==> src/rtl/fetch_decode.sv <==
// Instruction sequencer: fetches a word, decodes its fields for the ALU, strobes
// execute and writeback, then advances or branches the program counter.
module fetch_decode #(
  parameter logic [31:0] RESET_PC = 32'h0000_0000,
  parameter logic [6:0]  HALT_OP  = 7'd127
) (
  input  logic        clock,
  input  logic        reset,
  output logic        mem_req,
  output logic [31:0] mem_addr,
  input  logic        mem_ack,
  input  logic [31:0] mem_rdata,
  output logic [6:0]  alu_instr,
  output logic [2:0]  rd_idx,
  output logic [2:0]  ra_idx,
  output logic [2:0]  rb_idx,
  output logic [15:0] value,
  output logic        highlow,
  output logic        exec_en,
  output logic        wb_en,
  input  logic        addrch,
  input  logic [31:0] naddr,
  output logic [31:0] pc,
  output logic        halted
);

  localparam logic [2:0] S_FETCH  = 3'd0;
  localparam logic [2:0] S_DECODE = 3'd1;
  localparam logic [2:0] S_EXEC   = 3'd2;
  localparam logic [2:0] S_WB     = 3'd3;
  localparam logic [2:0] S_HALT   = 3'd4;

  logic [2:0]  state_q, state_d;
  logic [31:0] pc_q, pc_d;
  logic [31:0] ir_q, ir_d;
  logic        br_q, br_d;
  logic [29:0] tgt_q, tgt_d;
  logic [6:0]  op;

  // Branch targets are word aligned, so the low two target bits are dropped.
  logic        unused_naddr_lo;
  assign unused_naddr_lo = ^naddr[1:0];

  // Only the ALU (0..7) and compare/branch (8..15) groups may redirect the PC.
  function automatic logic [31:0] next_pc(input logic [31:0] cur, input logic [6:0] opc,
                                          input logic taken, input logic [29:0] tgt);
    if (taken && (opc < 7'd16)) next_pc = {tgt, 2'b00};
    else                        next_pc = cur + 32'd4;
  endfunction

  assign op = ir_q[31:25];

  always_comb begin
    state_d = state_q;
    pc_d    = pc_q;
    ir_d    = ir_q;
    br_d    = br_q;
    tgt_d   = tgt_q;
    case (state_q)
      S_FETCH: begin
        if (mem_ack) begin
          ir_d    = mem_rdata;
          state_d = S_DECODE;
        end
      end
      S_DECODE: state_d = (op == HALT_OP) ? S_HALT : S_EXEC;
      S_EXEC: begin
        br_d    = addrch;
        tgt_d   = naddr[31:2];
        state_d = S_WB;
      end
      S_WB: begin
        pc_d    = next_pc(pc_q, op, br_q, tgt_q);
        state_d = S_FETCH;
      end
      S_HALT:  state_d = S_HALT;
      default: state_d = S_FETCH;
    endcase
  end

  always_ff @(posedge clock) begin
    if (reset) begin
      state_q <= S_FETCH;
      pc_q    <= RESET_PC;
      ir_q    <= 32'd0;
    end else begin
      state_q <= state_d;
      pc_q    <= pc_d;
      ir_q    <= ir_d;
    end
  end

  // Branch sample registers are only read in WB after being written in EXEC.
  always_ff @(posedge clock) begin
    br_q  <= br_d;
    tgt_q <= tgt_d;
  end

  assign mem_req   = (state_q == S_FETCH);
  assign mem_addr  = pc_q;
  assign pc        = pc_q;
  assign exec_en   = (state_q == S_EXEC);
  assign wb_en     = (state_q == S_WB) && (op < 7'd8);
  assign halted    = (state_q == S_HALT);

  // Decoded fields follow the instruction register, which only changes on a fetch ack.
  assign alu_instr = op;
  assign rd_idx    = ir_q[24:22];
  assign ra_idx    = ir_q[21:19];
  assign rb_idx    = ir_q[18:16];
  assign value     = ir_q[15:0];
  assign highlow   = (op == 7'd6);

endmodule

==> config.mk <==
export PLATFORM = sky130hd
export DESIGN_NAME = fetch_decode
export DESIGN_NICKNAME = d
export VERILOG_FILES = /design/src/rtl/fetch_decode.sv
export SDC_FILE = /design/constraint.sdc
export NUM_CORES = 1
export LEC_CHECK = 0
export CORE_MARGIN = 4
export CORE_UTILIZATION = 59
export CTS_CLUSTER_DIAMETER = 100
export DETAILED_ROUTE_END_ITERATION = 8
export DONT_BUFFER_PORTS = 1
export GPL_ROUTABILITY_DRIVEN = 0
export PLACE_DENSITY = 0.75
export SLEW_MARGIN = 20
export SYNTH_ARGS = -nofsm -noshare
export SYNTH_HDL_FRONTEND = slang
export SYNTH_SLANG_ARGS = --single-unit
==> constraint.sdc <==
create_clock -name clock -period 6.5 [get_ports clock]
set_input_delay 1.95 -clock clock [delete_from_list [all_inputs] [get_ports clock]]
set_output_delay 1.95 -clock clock [all_outputs]
set_load 0.02 [all_outputs]
# ---- Word level (Yosys, flattened, before mapping)
# Cells that the tools add are included.
dict set report classes {
  add_sub_neg 1
  order_cmp 2
  eq_ne 7
  muxes 4
  n_reduce_logical 4
}
# operator n
set ops {}
lappend ops {{32-bit by 3-bit adder with 32-bit output (second input constant)} 1}
lappend ops {{32-bit two-way mux} 1}
lappend ops {{3-bit case mux with 4 select lines} 1}
lappend ops {{7-bit by 3-bit equality test with 1-bit output (second input constant)} 1}
lappend ops {{7-bit equality test (second input constant)} 1}
lappend ops {{7-bit by 4-bit less-than comparator with 1-bit output (second input constant)} 1}
lappend ops {{7-bit by 5-bit less-than comparator with 1-bit output (second input constant)} 1}
lappend ops {{3-bit by 2-bit equality test with 1-bit output (second input constant)} 2}
lappend ops {{3-bit two-way mux} 2}
lappend ops {{3-bit by 1-bit equality test with 1-bit output (second input constant)} 1}
lappend ops {{3-bit equality test (second input constant)} 1}
lappend ops {{3-bit zero test} 1}
lappend ops {{1-bit logical AND} 2}
lappend ops {{2-bit by 1-bit != test with 1-bit output (second input constant)} 1}
lappend ops {{2-bit AND reduction} 1}
dict set report word_totals {
  regBits 98
  input_bits 68
  out_inout_bits 101
  wordCells 23
}

# ---- Logic depth before layout (Yosys ltp)
# Gate-level depths: netlist of run 1.
dict set report logic_depth {
  ltp_word 3
  ltp_mapped 8
  ltp_nobuf 6
}

# ---- Worst setup path after synthesis of run 1
# No wires, ideal clock.
dict set report synth_path {
  path_kind {reg-to-output}
  startpoint {register state_q[1]}
  endpoint {output port exec_en}
  t_arrival_ps 3316
  required_ps 4550
  setup_slack_ps 1234
  path_stages_with_launch 3
  path_buffers 1
  cell_sequence {dfxtp_1 -> clkbuf_1 -> nor3b_1}
}
dict set report synth_between {
  elab_chain_cells 1
}
# item line
set synth_rtl {}
lappend synth_rtl {{from (decl)} 33} ;# logic [2:0] state_q, state_d;
lappend synth_rtl {{from (signal assigned)} 87} ;# state_q <= state_d;
lappend synth_rtl {{3-bit by 2-bit equality test with 1-bit output} 102} ;# assign exec_en = (state_q == S_EXEC);
lappend synth_rtl {{to (decl)} 19} ;# output logic exec_en,
# No other way between the ends.

# ---- Final worst setup path of run 1
dict set report layout_path {
  startpoint {register ir_q[31]}
  endpoint {output port highlow}
}
dict set report layout_between {
  elab_chain_cells 1
}
# item line
set layout_rtl {}
lappend layout_rtl {{from (decl)} 35} ;# logic [31:0] ir_q, ir_d;
lappend layout_rtl {{from (signal assigned)} 89} ;# ir_q <= ir_d;
lappend layout_rtl {{7-bit by 3-bit equality test with 1-bit output} 112} ;# assign highlow = (op == 7'd6);
lappend layout_rtl {{to (decl)} 18} ;# output logic highlow,
# No other way between the ends.

==> results.sh, run 1 <==
export IMPL_drive_above_1_share_pct=6.50
export IMPL_drtAntennaViolNets=0
export IMPL_finalPower_uw=1190
export IMPL_cts_buffers=9
export IMPL_synth_enable_flop_cells=31
export IMPL_ir_drop_mv=0.157
export IMPL_vias=3396
export IMPL_port_buffers=0
export IMPL_seqPwrFrac_pct=59.9
export IMPL_grt_pass1_wl_mm=16.4
export IMPL_hp_class="reg2reg"
export IMPL_p_sw_uw=325
export IMPL_drt_pass1_iterations=5
export IMPL_antenna_found_initial=0
export IMPL_synth_compound_area_share_pct=17.3
export IMPL_cts_setup_buffers=0
export IMPL_clock_path_buffers=2
export IMPL_multiInputGateArea_sq_mm=0.00180
export IMPL_combPwrFrac_pct=7.3
export IMPL_setup_viol=0
export IMPL_skew_ns=0.0134
export IMPL_die_h_microns=94.7
export IMPL_finish_utilization_pct=60.3
export IMPL_swShare_pct=27.3
export IMPL_yosys_area_share_simple_pct=22.1
export IMPL_p_leak_uw=0.00141
export IMPL_netlist_area_sq_mm=0.00443
export IMPL_grt_usage_pct=23.7
export IMPL_routedWlPerCell_microns=19.3
export IMPL_syn_avg_cell_area_sq_um=9.06
export IMPL_crit_type="reg2out"
export IMPL_via_per_inst=6.23
export IMPL_final_hold_viol_count=0
export IMPL_synth_yosys_seq_area_share_pct=50.4
export IMPL_synthMuxAreaShare_pct=0.452
export IMPL_htree_levels=3
export IMPL_crit_arrival_ns=1.99
export IMPL_initial_core_util_pct=60.8
export IMPL_overflow=0
export IMPL_power_frac_clock_pct=32.8
export IMPL_path_max_fanout=6
export IMPL_synth_seq_cells=96
export IMPL_maxCapViolCount=0
export IMPL_fp_coreArea_sq_mm=0.00729
export IMPL_timing_fmax_ghz=0.254
export IMPL_synth_async_sr_flop_share_pct=0
export IMPL_synth_top_family_by_area="simple AND/OR/NAND/NOR gates"
export IMPL_drc=0
export IMPL_synth_cells=489
export IMPL_cellPowerDensity_mw_per_mm2=270
export IMPL_dp_hpwl_mm=7.00
export IMPL_rsz0062_at_grt="false"
export IMPL_synth_cell_types=57
export IMPL_wirelength_mm=10.5
export IMPL_yosys_warnings=0
export IMPL_antennaDiodeCount=0
export IMPL_die_w_microns=94.7
export IMPL_tritoncts="built"
export IMPL_crit_start="ir_q[31]"
export IMPL_syn2layout_area_growth_pct=-0.734
export IMPL_clk_pin_slew_ns=0.09
export IMPL_rows=31
export IMPL_area_sequential_sq_mm=0.00223
export IMPL_clkLatencyLatePin_ns=0.36
export IMPL_status="complete, no violations"
export IMPL_ys_flop_type="dfxtp_1"
export IMPL_post_cts_resized=0
export IMPL_timing_rr_start="ir_q[31]"
export IMPL_worstPathRequired_ns=4.55
export IMPL_cts_sinks=96
export IMPL_period_share_pct=60.6
export IMPL_cts_root_buf="clkbuf_8"
export IMPL_grt_max_degree=69
export IMPL_synth_xor_xnor_area_share_pct=0
export IMPL_drt_iter0_drc=249
export IMPL_cp_end_kind="output pin"
export IMPL_min_from="tgt_q[0]"
export IMPL_layout_cells_non_filler=545
export IMPL_setup_tns_ns=0
export IMPL_intPower_uw=864
export IMPL_dp_cells=529
export IMPL_synthAdderAreaFrac_pct=0.282
export IMPL_grt_pass1_vias=3307
export IMPL_nets=510
export IMPL_tightest_slew_ns=1.05
export IMPL_postCtsHoldBufs=0
export IMPL_ios=169
export IMPL_final_min_clock_period_ns=3.94
export IMPL_maxSlewViolCount=0
export IMPL_worstSetupStartpointType="register"
export IMPL_nFillCells=648
export IMPL_dieArea_sq_mm=0.00896
export IMPL_max_slew_margin_pct=30.3
==> power groups by stage <==
stage	logic, uW	clock network (uW)	registers [uW]
3_3_place_gp	83.1	0	725
3_5_place_dp	87.4	0	726
5_1_grt	99.4	425	717
6_report	87.0	390	712
4_1_cts	87.4	402	712
2_1_floorplan	99.6	0	708
==> sequential cells by signal, summed over array words and instances, names as in the netlist <==
register,flops
ir_q,32
mem_addr,30
tgt_q,30
state_q,3
br_q,1
==> per-stage QoR <==
stage	hold slack, ns	setup WS [ns]	cell area (sq um)
after detailed placement	0.502	2.92	4190
after floorplan	0.465	1.23	4440
final	0.513	2.56	4400
after global placement	0.476	2.92	4190
after CTS	0.517	2.52	4400
after global routing	0.550	2.47	4400
==> worst paths after layout <==
| check | slack, ns | cells after the start | to |
|---|---|---|---|
| setup reg to reg | 3.60 | 5 | mem_addr[20] |
| setup / recovery | 2.56 | 2 | highlow |
| hold / removal | 0.51 | 2 | mem_addr[2] |
| hold reg to reg | 0.51 | 2 | mem_addr[2] |
==> cells in the mapped netlist, drive strengths merged (3+ instances only) <==
master	number	area, sq um
or4	9	71.3
and3	10	67.6
nor3	9	45.0
a31oi	7	43.8
o211ai	9	67.6
and2	5	31.3
a211oi	4	30.0
a21oi	51	255
o32ai	3	26.3
nand2	95	364
a221oi	3	26.3
nand3	16	85.1
and4	4	37.5
nor2	21	81.3
clkbuf	27	123
nand4	12	75.1
dfxtp	65	1300
nand3b	3	26.3
o21ai	15	75.1
nor4	3	18.8
buf	37	275
inv	5	18.8
edfxtp	31	931
o21a	4	30.0
or3	3	18.8
a22oi	11	82.6
==> routing by layer <==
metal  part of all wire [%]  track usage, %  wire length [microns]
met4                    1.2            11.3                    121
met1                     40            27.4                   4220
met2                     49            39.2                   5160
met3                    9.5            8.29                    998
met5                      0               0                      0
==> critical path, cell delays in order, from the launching register on <==
cell,delay (ns)
dfxtp_1,0.44
or4_1,0.59
nor3_1,0.61
==> kinds of logic after synthesis <==
| logic type | after synthesis |
|---|---|
| AO/OA/AOI/OAI | 123 |
| multiplexers | 2 |
| other | 1 |
| flip-flops | 96 |
| adder cells (fa/ha/maj) | 1 |
| AND/OR/NAND/NOR | 197 |
| buffers and inverters | 69 |
==> cell type report <==
| class | instances | share of cell area, % |
|---|---|---|
| clock buffers | 13 | 4.10 |
| clock inverters | 3 | 0.541 |
| inverters | 5 | 0.427 |
| multi-input cells | 327 | 41.0 |
| flip-flops and latches | 96 | 50.8 |
| well taps | 99 | 2.82 |
| repair buffers | 2 | 0.341 |
==> placed cells by master (no fill, tap or decap), types with 5 or more instances in the layout <==
cell type and count:
a21oi_1 51, a22oi_1 11, a31oi_1 7, and2_1 5
and3_1 9, clkbuf_8 11, dfxtp_1 65, edfxtp_1 31
inv_1 5, nand2_1 94, nand3_1 15, nand4_1 12
nor2_1 20, nor3_1 9, o211ai_1 9, o21ai_0 13
or4_1 8
Power figures use the tool's default switching activity.
==> inputs of run 2 (changes only) <==
- ABC_AREA: not set -> 1
- clock period: 6.5 -> 3.8 ns (I/O delays scaled with it)
==> run 2 against run 1 <==
  * Sequential share of layout area shrank 3.1 points
  * First-iteration DRC count shrank 19%
  * Synthesized cell count grew 29%
  * Clock-buffer cell count shrank 4
  * Worst setup slack lost 1.5 ns
  * Cell area grew 6.5%
  * Non-clock buffer count grew 2
  * Total power grew 66%
  * Combinational power grew 84%
  * Core utilization grew 0.29 points
  * Via count grew 14%
  * Hold slack gained 0.026 ns
  * Largest cell class unchanged
==> results.sh, run 2 <==
export IMPL_synth_compound_area_share_pct=11.7
export IMPL_tightest_slew_ns=0.860
export IMPL_htree_levels=3
export IMPL_die_w_microns=97.2
export IMPL_use_met1_pct=25.6
export IMPL_met2_usage_pct=39.0
export IMPL_skew_ns=0.0139
export IMPL_largest_reg_flops=32
export IMPL_synth_xor_xnor_area_share_pct=0
export IMPL_area_sequential_sq_mm=0.00223
export IMPL_initial_core_util_pct=60.8
export IMPL_yosysTopAreaCellShare_pct=27.7
export IMPL_drt_iter0_drc=201
export IMPL_layout_commonest_cell="nand2_1"
export IMPL_synthTopCellsByCount="nand2_1 (193), dfxtp_1 (65), nand3_1 (65)"
export IMPL_worstSetupStartpointType="register"
export IMPL_overflow=0
export IMPL_synth_top_area_cell="dfxtp_1"
export IMPL_maxCapViolCount=0
export IMPL_wirelength_mm=10.7
export IMPL_rsz0062_at_grt="false"
export IMPL_routedWlPerCell_microns=15.3
export IMPL_grtUsageMet3_pct=9.40
export IMPL_synth_async_sr_flop_share_pct=0
export IMPL_maxSlewViolCount=0
export IMPL_post_cts_resized=0
export IMPL_clock_path_buffers=2
export IMPL_tritoncts="built"
export IMPL_worst_r2r_setup_slack_ns=1.45
export IMPL_place_area_sq_mm=0.00450
export IMPL_grt_usage_pct=22.6
export IMPL_crit_type="reg2out"
export IMPL_setup_tns_ns=0
export IMPL_final_area_sq_mm=0.00468
export IMPL_p_leak_uw=0.00150
export IMPL_yosys_warnings=0
export IMPL_max_slew_margin_pct=42.5
export IMPL_worstPathRequired_ns=2.66
export IMPL_timing_fmax_ghz=0.368
export IMPL_clkLatencyLatePin_ns=0.37
export IMPL_ys_flop_type="dfxtp_1"
export IMPL_syn_avg_cell_area_sq_um=7.42
export IMPL_clk_pin_slew_ns=0.10
export IMPL_final_cell_mix="nand2_1 (192), nand3_1 (65), dfxtp_1 (65), a21oi_1 (64), inv_1 (37)"
export IMPL_gr_max_usage_layer="met2"
export IMPL_ios=169
export IMPL_final_hold_viol_count=0
export IMPL_top_register="ir_q"
export IMPL_nets=659
export IMPL_path_max_fanout=4
export IMPL_cts_sinks=96
export IMPL_cp_end_kind="output pin"
export IMPL_cts_buffers=9
export IMPL_netlist_area_sq_mm=0.00469
export IMPL_setup_viol=0
export IMPL_fp_coreArea_sq_mm=0.00773
export IMPL_drc=0
export IMPL_die_h_microns=97.2
export IMPL_ir_drop_mv=0.218
export IMPL_synth_top_family_by_area="simple AND/OR/NAND/NOR gates"
export IMPL_antenna_found_initial=0
export IMPL_synth_most_common_cell="nand2_1"
export IMPL_crit_arrival_ns=1.58
export IMPL_drive_above_1_share_pct=6.22
export IMPL_synth_cells=633
export IMPL_synth_yosys_seq_area_share_pct=47.5
export IMPL_antennaDiodeCount=0
export IMPL_via_per_inst=5.55
export IMPL_multiInputGateArea_sq_mm=0.00192
export IMPL_cts_setup_buffers=0
export IMPL_yosys_area_share_simple_pct=28.4
export IMPL_nFillCells=721
export IMPL_synth_cell_types=30
export IMPL_cts_root_buf="clkbuf_8"
export IMPL_grt_pass1_vias=3709
export IMPL_status="complete, no violations"
export IMPL_synth_enable_flop_cells=31
export IMPL_hp_class="reg2reg"
export IMPL_syn2layout_area_growth_pct=-0.240
export IMPL_final_min_clock_period_ns=2.72
export IMPL_cellPowerDensity_mw_per_mm2=421
export IMPL_dieArea_sq_mm=0.00945
export IMPL_synthMuxAreaShare_pct=0
export IMPL_drt_pass1_iterations=5
export IMPL_dp_hpwl_mm=7.49
export IMPL_rows=32
export IMPL_postCtsHoldBufs=0
export IMPL_vias=3870
export IMPL_period_share_pct=71.6
export IMPL_grt_max_degree=62
export IMPL_port_buffers=0
export IMPL_ys_top_cells_by_area="dfxtp_1 (28%), edfxtp_1 (20%), nand2_1 (15%), nand3_1 (6.9%), a21oi_1 (6.8%)"
export IMPL_drtAntennaViolNets=0
export IMPL_synth_seq_cells=96
export IMPL_synthAdderAreaFrac_pct=0.267
export IMPL_grt_pass1_wl_mm=17.7
==> run 2: logic make-up (layout without fill, tap and decap cells) <==
family | count (synthesis) | in the layout
other cells | 1 | 4
flops | 96 | 96
fa+ha+maj | 1 | 1
compound gates | 108 | 108
simple gates | 315 | 315
buf+inv | 112 | 71
==> run 2: final timing paths <==
| path | depth (start not counted) | end | start |
|---|---|---|---|
| max reg2reg | 6 | mem_addr[4] | ir_q[29] |
| min reg2reg | 2 | mem_addr[5] | tgt_q[3] |
| max | 3 | highlow | ir_q[30] |
| min | 2 | mem_addr[5] | tgt_q[3] |
==> run 2: critical path: stages, from the launching register on <==
cell and delay (ns):
dfxtp_1 0.41, nor2_1 0.16, nand3_1 0.12, nor3_1 0.53
==> run 2: per-layer routing <==
metal	vias to the layer above	routed length (microns)
met4	0	111
met5	-	0
met2	153	5260
met1	1777	4270
li1	1930	-
met3	10	1050
==> run 2: cell type report <==
class	instances	area share, %
multi-input cells	428	41.0
inverters	51	4.09
clock buffers	9	2.64
repair buffers	4	0.641
well taps	102	2.73
clock inverters	7	1.23
flip-flops and latches	96	47.7
==> run 2: power by group <==
| part | internal, uW | leakage (uW) | switching, uW | total [uW] |
|---|---|---|---|---|
| logic | 47.8 | 0.000594 | 112 | 160 |
| clock network | 251 | 0.0000973 | 382 | 634 |
| registers | 1110 | 0.000813 | 70.5 | 1180 |
| total | 1410 | 0.00150 | 565 | 1970 |
==> run 2: metrics by stage <==
stage	total power, uW	setup slack [ns]	instances	hold WS [ns]	utilization, %
after floorplan	1340	0.548	636	0.494	-
after global placement	1360	1.44	681	0.502	58.2
after detailed placement	1360	1.37	681	0.513	58.2
after CTS	1990	1.05	697	0.542	60.6
after global routing	2070	0.966	697	0.583	60.6
final	1970	1.08	697	0.538	60.6
==> inputs of run 3 (changes only) <==
- ABC_AREA: 1 -> 0
- clock period: 3.8 -> 2.6 ns (I/O delays scaled with it)
==> run 3 against run 2 <==
  * Clock power grew 52%
  * Sequential share of layout area grew 0.30 points
  * Clock-buffer cell count unchanged
  * Hold slack lost 0.058 ns
  * Critical path depth did not move
  * Routed wire length grew 0.86%
  * Critical path type unchanged
  * Largest power group unchanged
  * Highest routed layer is now met5
==> results.sh, run 3 (synthesis results as in run 1) <==
export IMPL_status="complete, no violations"
export IMPL_drt_iter0_drc=194
export IMPL_htree_levels=3
export IMPL_layout_cells_non_filler=578
export IMPL_nets=543
export IMPL_layout_commonest_cell="nand2_1"
export IMPL_drt_pass1_iterations=5
export IMPL_dieArea_sq_mm=0.00896
export IMPL_cp_end_kind="output pin"
export IMPL_grt_max_degree=69
export IMPL_tritoncts="built"
export IMPL_syn2layout_area_growth_pct=5.11
export IMPL_wirelength_mm=10.8
export IMPL_finish_utilization_pct=63.9
export IMPL_maxSlewViolCount=0
export IMPL_clock_path_buffers=2
export IMPL_worst_r2r_setup_slack_ns=0.38
export IMPL_max_slew_margin_pct=59.2
export IMPL_timing_fmax_ghz=0.409
export IMPL_grt_pass1_vias=3446
export IMPL_timing_hold_ws_ns=0.481
export IMPL_clkLatencyLatePin_ns=0.36
export IMPL_nFillCells=643
export IMPL_final_min_clock_period_ns=2.45
export IMPL_crit_type="reg2out"
export IMPL_cts_buffers=9
export IMPL_crit_arrival_ns=1.67
export IMPL_p_leak_uw=0.00159
export IMPL_largest_reg_flops=32
export IMPL_final_area_sq_mm=0.00466
export IMPL_crit_start="ir_q[28]"
export IMPL_die_w_microns=94.7
export IMPL_fp_coreArea_sq_mm=0.00729
export IMPL_overflow=0
export IMPL_vias=3542
export IMPL_skew_ns=0.0110
export IMPL_worstPathRequired_ns=1.82
export IMPL_drc=0
export IMPL_path_max_fanout=4
export IMPL_maxCapViolCount=0
export IMPL_worst_path_stages=3
export IMPL_ios=169
export IMPL_worstSetupStartpointType="register"
export IMPL_setup_viol=0
export IMPL_routedWlPerCell_microns=18.6
export IMPL_cts_root_buf="clkbuf_8"
export IMPL_rows=31
export IMPL_tightest_slew_ns=0.611
export IMPL_timing_rr_start="ir_q[29]"
export IMPL_cp_cell_sequence="or4_1 > nor3_1 > buf_4"
export IMPL_die_h_microns=94.7
export IMPL_cts_sinks=96
export IMPL_via_per_inst=6.13
export IMPL_final_cell_mix="nand2_1 (94), dfxtp_1 (64), a21oi_1 (51), buf_4 (34), edfxtp_1 (31)"
export IMPL_grt_pass1_wl_mm=16.8
export IMPL_area_sequential_sq_mm=0.00223
export IMPL_postCtsHoldBufs=0
export IMPL_crit_slowest_cell="or4_1"
export IMPL_path_buf_inv=1
export IMPL_dp_hpwl_mm=7.65
export IMPL_clk_pin_slew_ns=0.10
export IMPL_top_register="ir_q"
export IMPL_drive_above_1_share_pct=13.2
export IMPL_drtAntennaViolNets=0
export IMPL_setup_tns_ns=0
export IMPL_place_area_sq_mm=0.00446
export IMPL_r2r_end="mem_addr[26]"
export IMPL_rsz0062_at_grt="false"
export IMPL_critical_path_top_delay_family="simple AND/OR/NAND/NOR gates"
export IMPL_max_stage_delay_ns=0.56
export IMPL_ir_drop_mv=0.399
export IMPL_antennaDiodeCount=0
export IMPL_ff2ff_path_depth=5
export IMPL_antenna_found_initial=1
export IMPL_final_hold_viol_count=0
export IMPL_hp_class="in2reg"
export IMPL_cp_endpoint="highlow"
export IMPL_cellPowerDensity_mw_per_mm2=642
export IMPL_multiInputGateArea_sq_mm=0.00181
export IMPL_port_buffers=0
export IMPL_period_share_pct=94.1
export IMPL_initial_core_util_pct=60.8
export IMPL_dp_cells=562
export IMPL_grt_usage_pct=24.1
run 3: what timing repair did:
action,CTS,global route
resized for setup,0,1
setup buffers,0,0
endpoints found under the setup margin,0,1
run 3: worst min path at each step:
stage / startpoint / depth (start not counted) / slack, ns / endpoint
after CTS: reset / 1 / 0.47 / ir_q[10]
final: reset / 1 / 0.48 / mem_addr[27]
after global routing: reset / 1 / 0.47 / mem_addr[27]
after global placement: mem_addr[16] / 2 / 0.48 / mem_addr[16]
after detailed placement: mem_addr[16] / 2 / 0.50 / mem_addr[16]
after floorplan: tgt_q[0] / 2 / 0.46 / mem_addr[2]
run 3: through the flow:
| stage | power [uW] | setup slack (ns) |
|---|---|---|
| final | 2990 | 0.153 |
| after global routing | 3130 | 0.0372 |
| after CTS | 3020 | 0.0672 |
| after detailed placement | 2060 | 0.402 |
| after global placement | 2050 | 0.400 |
| after floorplan | 2020 | 0.208 |
run 3: where the power goes:
group | switching (uW) | internal, uW
Sequential | 134 | 1630
Combinational | 172 | 95.9
Clock | 516 | 446
run 3: layer usage:
metal  part of all wire (%)  track usage [%]
met5                   0.11                0
met4                    1.8             7.69
met3                    9.3             9.24
met2                     50             41.4
met1                     39             27.7
run 3: cell type report:
class / count / area share, %
flip-flops and latches: 96 / 48.0
multi-input cells: 327 / 38.9
repair buffers: 35 / 5.91
well taps: 99 / 2.66
clock inverters: 7 / 1.53
clock buffers: 9 / 2.66
inverters: 5 / 0.403
